===== src/rtl/tap_pkg.sv =====
// -----------------------------------------------------------------------------
// tap_pkg
// Shared definitions for the boundary-scan TAP controller:
//   - 4-bit encodings of the 16 TAP FSM states (TLR .. UpdIR)
//   - default instruction register width
//   - helper that flags the two shift states
// -----------------------------------------------------------------------------
package tap_pkg;

  localparam int STATE_W  = 4;
  localparam int DEF_IR_W = 4;

  typedef logic [STATE_W-1:0] tap_state_t;

  localparam tap_state_t ST_TLR      = 4'd0;
  localparam tap_state_t ST_RTI      = 4'd1;
  localparam tap_state_t ST_SEL_DR   = 4'd2;
  localparam tap_state_t ST_CAP_DR   = 4'd3;
  localparam tap_state_t ST_SH_DR    = 4'd4;
  localparam tap_state_t ST_EX1_DR   = 4'd5;
  localparam tap_state_t ST_PAUSE_DR = 4'd6;
  localparam tap_state_t ST_EX2_DR   = 4'd7;
  localparam tap_state_t ST_UPD_DR   = 4'd8;
  localparam tap_state_t ST_SEL_IR   = 4'd9;
  localparam tap_state_t ST_CAP_IR   = 4'd10;
  localparam tap_state_t ST_SH_IR    = 4'd11;
  localparam tap_state_t ST_EX1_IR   = 4'd12;
  localparam tap_state_t ST_PAUSE_IR = 4'd13;
  localparam tap_state_t ST_EX2_IR   = 4'd14;
  localparam tap_state_t ST_UPD_IR   = 4'd15;

  // True in the two states where TDO carries scan data.
  function automatic logic is_shift_state(input tap_state_t st);
    return (st == ST_SH_DR) || (st == ST_SH_IR);
  endfunction

endpackage


===== src/rtl/tap_fsm.sv =====
// -----------------------------------------------------------------------------
// tap_fsm
// 16-state TAP state machine, advanced on the rising edge of TCK from TMS.
// Ports:
//   tck_i    test clock
//   rst_ni   asynchronous active-low reset (forces Test-Logic-Reset)
//   tms_i    mode select
//   state_o  current state encoding (tap_pkg::ST_*)
// -----------------------------------------------------------------------------
module tap_fsm
  import tap_pkg::*;
(
  input  logic       tck_i,
  input  logic       rst_ni,
  input  logic       tms_i,
  output tap_state_t state_o
);

  tap_state_t state_q;
  tap_state_t state_d;

  // Next-state table; the IR branch mirrors the DR branch.
  always_comb begin
    state_d = state_q;
    case (state_q)
      ST_TLR:      state_d = tms_i ? ST_TLR      : ST_RTI;
      ST_RTI:      state_d = tms_i ? ST_SEL_DR   : ST_RTI;
      ST_SEL_DR:   state_d = tms_i ? ST_SEL_IR   : ST_CAP_DR;
      ST_CAP_DR:   state_d = tms_i ? ST_EX1_DR   : ST_SH_DR;
      ST_SH_DR:    state_d = tms_i ? ST_EX1_DR   : ST_SH_DR;
      ST_EX1_DR:   state_d = tms_i ? ST_UPD_DR   : ST_PAUSE_DR;
      ST_PAUSE_DR: state_d = tms_i ? ST_EX2_DR   : ST_PAUSE_DR;
      ST_EX2_DR:   state_d = tms_i ? ST_UPD_DR   : ST_SH_DR;
      ST_UPD_DR:   state_d = tms_i ? ST_SEL_DR   : ST_RTI;
      ST_SEL_IR:   state_d = tms_i ? ST_TLR      : ST_CAP_IR;
      ST_CAP_IR:   state_d = tms_i ? ST_EX1_IR   : ST_SH_IR;
      ST_SH_IR:    state_d = tms_i ? ST_EX1_IR   : ST_SH_IR;
      ST_EX1_IR:   state_d = tms_i ? ST_UPD_IR   : ST_PAUSE_IR;
      ST_PAUSE_IR: state_d = tms_i ? ST_EX2_IR   : ST_PAUSE_IR;
      ST_EX2_IR:   state_d = tms_i ? ST_UPD_IR   : ST_SH_IR;
      ST_UPD_IR:   state_d = tms_i ? ST_SEL_DR   : ST_RTI;
      default:     state_d = ST_TLR;
    endcase
  end

  // State register.
  always_ff @(posedge tck_i or negedge rst_ni) begin
    if (!rst_ni) begin
      state_q <= ST_TLR;
    end else begin
      state_q <= state_d;
    end
  end

  assign state_o = state_q;

endmodule


===== src/rtl/tap_controller.sv =====
// -----------------------------------------------------------------------------
// tap_controller
// Boundary-scan TAP controller sequencing a chain of BC1 cells.
// Ports:
//   TCK       test clock (only clock)
//   Reset     asynchronous active-low reset
//   TMS       mode select, sampled on rising TCK
//   TDI       serial in to IR / bypass
//   BR_TDO    serial out of the last BC1 cell
//   TDO       serial out, updated on falling TCK
//   TDO_En    high while in a shift state (updated on falling TCK)
//   ShiftBR   BC1 shift/capture select
//   ClockBR   gated TCK for the BC1 capture/shift flops
//   UpdateBR  BC1 update strobe (low half of Update-DR)
//   ModeCont  BC1 output mux select (EXTEST active)
//   TapState  current FSM state for debug
// -----------------------------------------------------------------------------
module tap_controller
  import tap_pkg::*;
#(
  parameter int              IR_W      = DEF_IR_W,
  parameter logic [IR_W-1:0] OP_EXTEST = {IR_W{1'b0}},
  parameter logic [IR_W-1:0] OP_SAMPLE = {{(IR_W-1){1'b0}}, 1'b1},
  parameter logic [IR_W-1:0] OP_BYPASS = {IR_W{1'b1}}
) (
  input  logic       TCK,
  input  logic       Reset,
  input  logic       TMS,
  input  logic       TDI,
  input  logic       BR_TDO,
  output logic       TDO,
  output logic       TDO_En,
  output logic       ShiftBR,
  output logic       ClockBR,
  output logic       UpdateBR,
  output logic       ModeCont,
  output logic [3:0] TapState
);

  localparam logic [IR_W-1:0] IR_CAPTURE = {{(IR_W-2){1'b0}}, 2'b01};

  tap_state_t      state_s;
  logic            br_sel_s;
  logic            in_sh_dr_s;

  logic [IR_W-1:0] ir_q, ir_d;
  logic [IR_W-1:0] instr_q, instr_d;
  logic            byp_q, byp_d;
  logic            mode_q, mode_d;
  logic            tdo_q, tdo_d;
  logic            tdo_en_q, tdo_en_d;
  logic            clk_en_q, clk_en_d;

  tap_fsm u_fsm (
    .tck_i   (TCK),
    .rst_ni  (Reset),
    .tms_i   (TMS),
    .state_o (state_s)
  );

  // Undefined opcodes fall through to bypass.
  assign br_sel_s   = (instr_q == OP_EXTEST) || (instr_q == OP_SAMPLE);
  assign in_sh_dr_s = (state_s == ST_SH_DR);

  // IR shift register and bypass bit next-state.
  always_comb begin
    ir_d  = ir_q;
    byp_d = byp_q;
    case (state_s)
      ST_CAP_IR: ir_d  = IR_CAPTURE;
      ST_SH_IR:  ir_d  = {TDI, ir_q[IR_W-1:1]};
      ST_CAP_DR: byp_d = 1'b0;
      ST_SH_DR:  byp_d = TDI;
      default: begin
        ir_d  = ir_q;
        byp_d = byp_q;
      end
    endcase
  end

  // Rising-edge scan registers.
  always_ff @(posedge TCK or negedge Reset) begin
    if (!Reset) begin
      ir_q  <= OP_BYPASS;
      byp_q <= 1'b0;
    end else begin
      ir_q  <= ir_d;
      byp_q <= byp_d;
    end
  end

  // Instruction latch: loads in Update-IR, falls back to BYPASS in Test-Logic-Reset.
  always_comb begin
    instr_d = instr_q;
    mode_d  = mode_q;
    if (state_s == ST_TLR) begin
      instr_d = OP_BYPASS;
      mode_d  = 1'b0;
    end else if (state_s == ST_UPD_IR) begin
      instr_d = ir_q;
      mode_d  = (ir_q == OP_EXTEST);
    end else begin
      instr_d = instr_q;
      mode_d  = mode_q;
    end
  end

  // TDO source select.
  always_comb begin
    tdo_d = 1'b0;
    if (state_s == ST_SH_IR) begin
      tdo_d = ir_q[0];
    end else if (in_sh_dr_s && br_sel_s) begin
      tdo_d = BR_TDO;
    end else if (in_sh_dr_s) begin
      tdo_d = byp_q;
    end else begin
      tdo_d = 1'b0;
    end
  end

  assign tdo_en_d = is_shift_state(state_s);

  // The gate enable is sampled at the falling edge, so it is stable for the
  // whole high phase of TCK and ClockBR cannot glitch.
  assign clk_en_d = br_sel_s && ((state_s == ST_CAP_DR) || (state_s == ST_SH_DR));

  // Falling-edge registers: instruction, mode, TDO and clock-gate enable.
  always_ff @(negedge TCK or negedge Reset) begin
    if (!Reset) begin
      instr_q  <= OP_BYPASS;
      mode_q   <= 1'b0;
      tdo_q    <= 1'b0;
      tdo_en_q <= 1'b0;
      clk_en_q <= 1'b0;
    end else begin
      instr_q  <= instr_d;
      mode_q   <= mode_d;
      tdo_q    <= tdo_d;
      tdo_en_q <= tdo_en_d;
      clk_en_q <= clk_en_d;
    end
  end

  assign TDO      = tdo_q;
  assign TDO_En   = tdo_en_q;
  assign ShiftBR  = br_sel_s & in_sh_dr_s;
  assign ClockBR  = TCK & clk_en_q;
  assign UpdateBR = ~TCK & br_sel_s & (state_s == ST_UPD_DR);
  assign ModeCont = mode_q;
  assign TapState = state_s;

endmodule

===== config.mk =====
export PLATFORM = sky130hd
export DESIGN_NAME = tap_controller
export DESIGN_NICKNAME = d
export VERILOG_FILES = /design/src/rtl/tap_pkg.sv /design/src/rtl/tap_fsm.sv /design/src/rtl/tap_controller.sv
export SDC_FILE = /design/constraint.sdc
export NUM_CORES = 1
export LEC_CHECK = 0
export ABC_AREA = 0
export BUFFER_PORTS_ARGS = -buffer_cell sky130_fd_sc_hd__buf_2
export CORE_UTILIZATION = 50
export DETAILED_ROUTE_END_ITERATION = 6
export PLACE_DENSITY = 0.76
export SYNTH_ARGS = -nofsm -noshare
export SYNTH_HDL_FRONTEND = slang
export SYNTH_SLANG_ARGS = --single-unit
export TNS_END_PERCENT = 100

===== constraint.sdc =====
create_clock -name TCK -period 4 [get_ports TCK]
set_input_delay 0 -clock TCK [delete_from_list [all_inputs] [get_ports TCK]]
set_output_delay 0 -clock TCK [all_outputs]
set_load 0.01 [all_outputs]

==> reports/metrics.yaml <==
num_rows: 15
antenna_found_initial: 0
yosysSeqAreaShare: 0.450
synth_top_area_cell: "dfstp_2"
ys_ff_latch: 16
gp_congestion: 0.761
clock_latency_ns: 0.47
synth_fp_nets: 105
start_util: 0.533
grt_usage: 0.257
r2r_cells: 2
clkTransAtPathRegs_ns: 0.10
hold_path.class: "input pin to asynchronous set/reset pin"
fp.dieH_um: 44.7
setup_tns_ns: 0
fp.dieW_um: 44.7
start_kind: "flop"
synth.area.top_cells: "dfstp_2 (20%), dfrtp_1 (14%), dfrtn_1 (11%), o21ai_0 (6.1%), nand2_1 (5.4%)"
num_antenna_cells: 0
fillers: 153
synth_edf_count: 0
cp_slowest_stage_delay_ns: 0.44
p_per_area_nw_per_um2: 787
drive_gt1_frac: 0.262
finalMaxSlewViolations: 0
required_ns: 4.00
synth_cell_types: 38
nNetsFinal: 127
crit_chain: "or3_1 -> nor4_1 -> buf_2"
cts.repair.resized: 0
ant_nets: 0
setup_violations: 0
finClkSkew_ns: 0.0680
tritoncts: "done"
routed_wl_um: 1990
syn_to_final_growth_pct: 18.0
reg2reg_to: "ModeCont"
r2r_start: "u_fsm.state_o[2]"
r2r_slack_ns: 0.56
grt_pass1_wl_um: 3490
cp_slowest_cell: "or3_1"
synth_top_area_share: 0.202
dr.pass1.iters: 4
core_area_um2: 1710
avgSynthCellArea_um2: 9.10
drv_cap: 0
hold-worst-slack_ns: 0.0331
arrival_ns: 3.64
yosysMostFrequentCell: "nand2_1"
rsz0062_at_grt: "false"
wire_per_inst_um: 13.5
yosys_warnings: 0
routed-via-count: 821
vdd_drop_max_mv: 0.406
port-buffer-count: 14
hold_viol: 0
synth_ff_type: "dfstp_2"
drtIter0Drc: 36
critPathKind: "flop to primary output"
finalPower_mw: 0.845
synthArstFlopShare: 1.00
status: "completed"
timing.slew.headroom: 0.601
cp_max_fo: 4
grt_max_degree: 21
yosys-top-cells-count: "nand2_1 (13), o21ai_0 (11), dfstp_2 (7)"
worst_pin_slew_ns: 0.598
dp_hpwl_um: 1270
syn_inst: 100
netlist_area_um2: 910
pin_count: 15
p_leak_nw: 0.498
grt_pass1_vias: 821
drc: 0
overflow: 0
avgViaCountPerCell: 5.59
dieArea_um2: 1990
crit_path_end_kind: "primary output"
==> placed cells by master (no fill, tap or decap), drive strengths merged, types with 2 or more instances in the layout <==
cell type	instances
a21oi	4
a22oi	3
buf	15
clkbuf	8
dfrtn	4
dfrtp	5
dfstp	7
dlygate4sd3	3
inv	8
mux2i	3
nand2	13
nand2b	3
nand3	2
nor2	4
nor3	3
nor3b	2
o21ai	11
o2bb2ai	2
or2b	2
==> power by group <==
part	leakage [nW]	switching (mW)	total, mW	internal (mW)
logic	0.241	0.165	0.320	0.155
clock network	0.0676	0.0786	0.168	0.0897
registers	0.189	0.112	0.357	0.245
==> critical path, delay by kind of cell, from the launching register on <==
family                 cells  cell delay [ns]
DFF                        1             0.37
buffers and inverters      1             0.18
and+or+nand+nor            2             0.64
==> sequential cells by signal (all words and copies together) (netlist names) <==
signal / flops
TDO: 1
ModeCont: 1
instr_q: 3
TDO_En: 1
u_fsm.state_o: 4
byp_q: 1
ir_q: 4
clk_en_q: 1
==> cells by family (layout without fill, tap and decap cells) <==
family / after synthesis / in the layout / synth area share
AOI/OAI and AO/OA: 29 / 29 / 0.208
xor gates and xnor gates: 1 / 1 / 0.00963
buffers and inverters: 13 / 35 / 0.0729
DFF: 16 / 16 / 0.450
muxes: 3 / 3 / 0.0330
and+or+nand+nor: 38 / 38 / 0.227
==> per-layer routing <==
layer / GRT usage / vias to the layer above / share of wire
met5: 0 / - / 0
met4: 0.194 / 0 / 0.020
met3: 0.102 / 5 / 0.051
met2: 0.362 / 29 / 0.46
met1: 0.312 / 384 / 0.47
li1: - / 403 / -
==> per-stage QoR <==
step / instance area [um^2] / setup slack [ns] / utilization / instances
5_1_grt: 1070 / 0.287 / 0.629 / 147
2_1_floorplan: 910 / 0.817 / - / 100
3_3_place_gp: 975 / 0.667 / 0.571 / 133
3_5_place_dp: 975 / 0.601 / 0.571 / 133
4_1_cts: 1070 / 0.342 / 0.629 / 147
6_report: 1070 / 0.356 / 0.629 / 147
==> area by class of cell <==
type	count	area, um^2	share of cell area
Multi-Input combinational cell	71	434	0.404
Sequential cell	16	409	0.381
Timing Repair Buffer	16	97.6	0.0909
Clock buffer	10	66.3	0.0618
Tap cell	25	31.3	0.0291
Inverter	5	18.8	0.0175
Clock inverter	4	16.3	0.0152
==> repair_timing <==
action | 4_1_cts | 5_1_grt
hold buffers | 3 | 0
hold endpoints to repair | 12 | 0
setup buffers | 0 | 0
==> worst max path at each step <==
| stage | start | endpoint | slack (ns) |
|---|---|---|---|
| final | instr_q[1] | UpdateBR | 0.36 |
| after global routing | instr_q[1] | UpdateBR | 0.29 |
| after CTS | instr_q[1] | UpdateBR | 0.34 |
| after detailed placement | u_fsm.state_o[2] | TDO | 0.60 |
| after global placement | u_fsm.state_o[2] | TDO | 0.67 |
| after floorplan | u_fsm.state_o[3] | ModeCont | 0.82 |
Note: power is estimated with default switching activity, not from simulation.
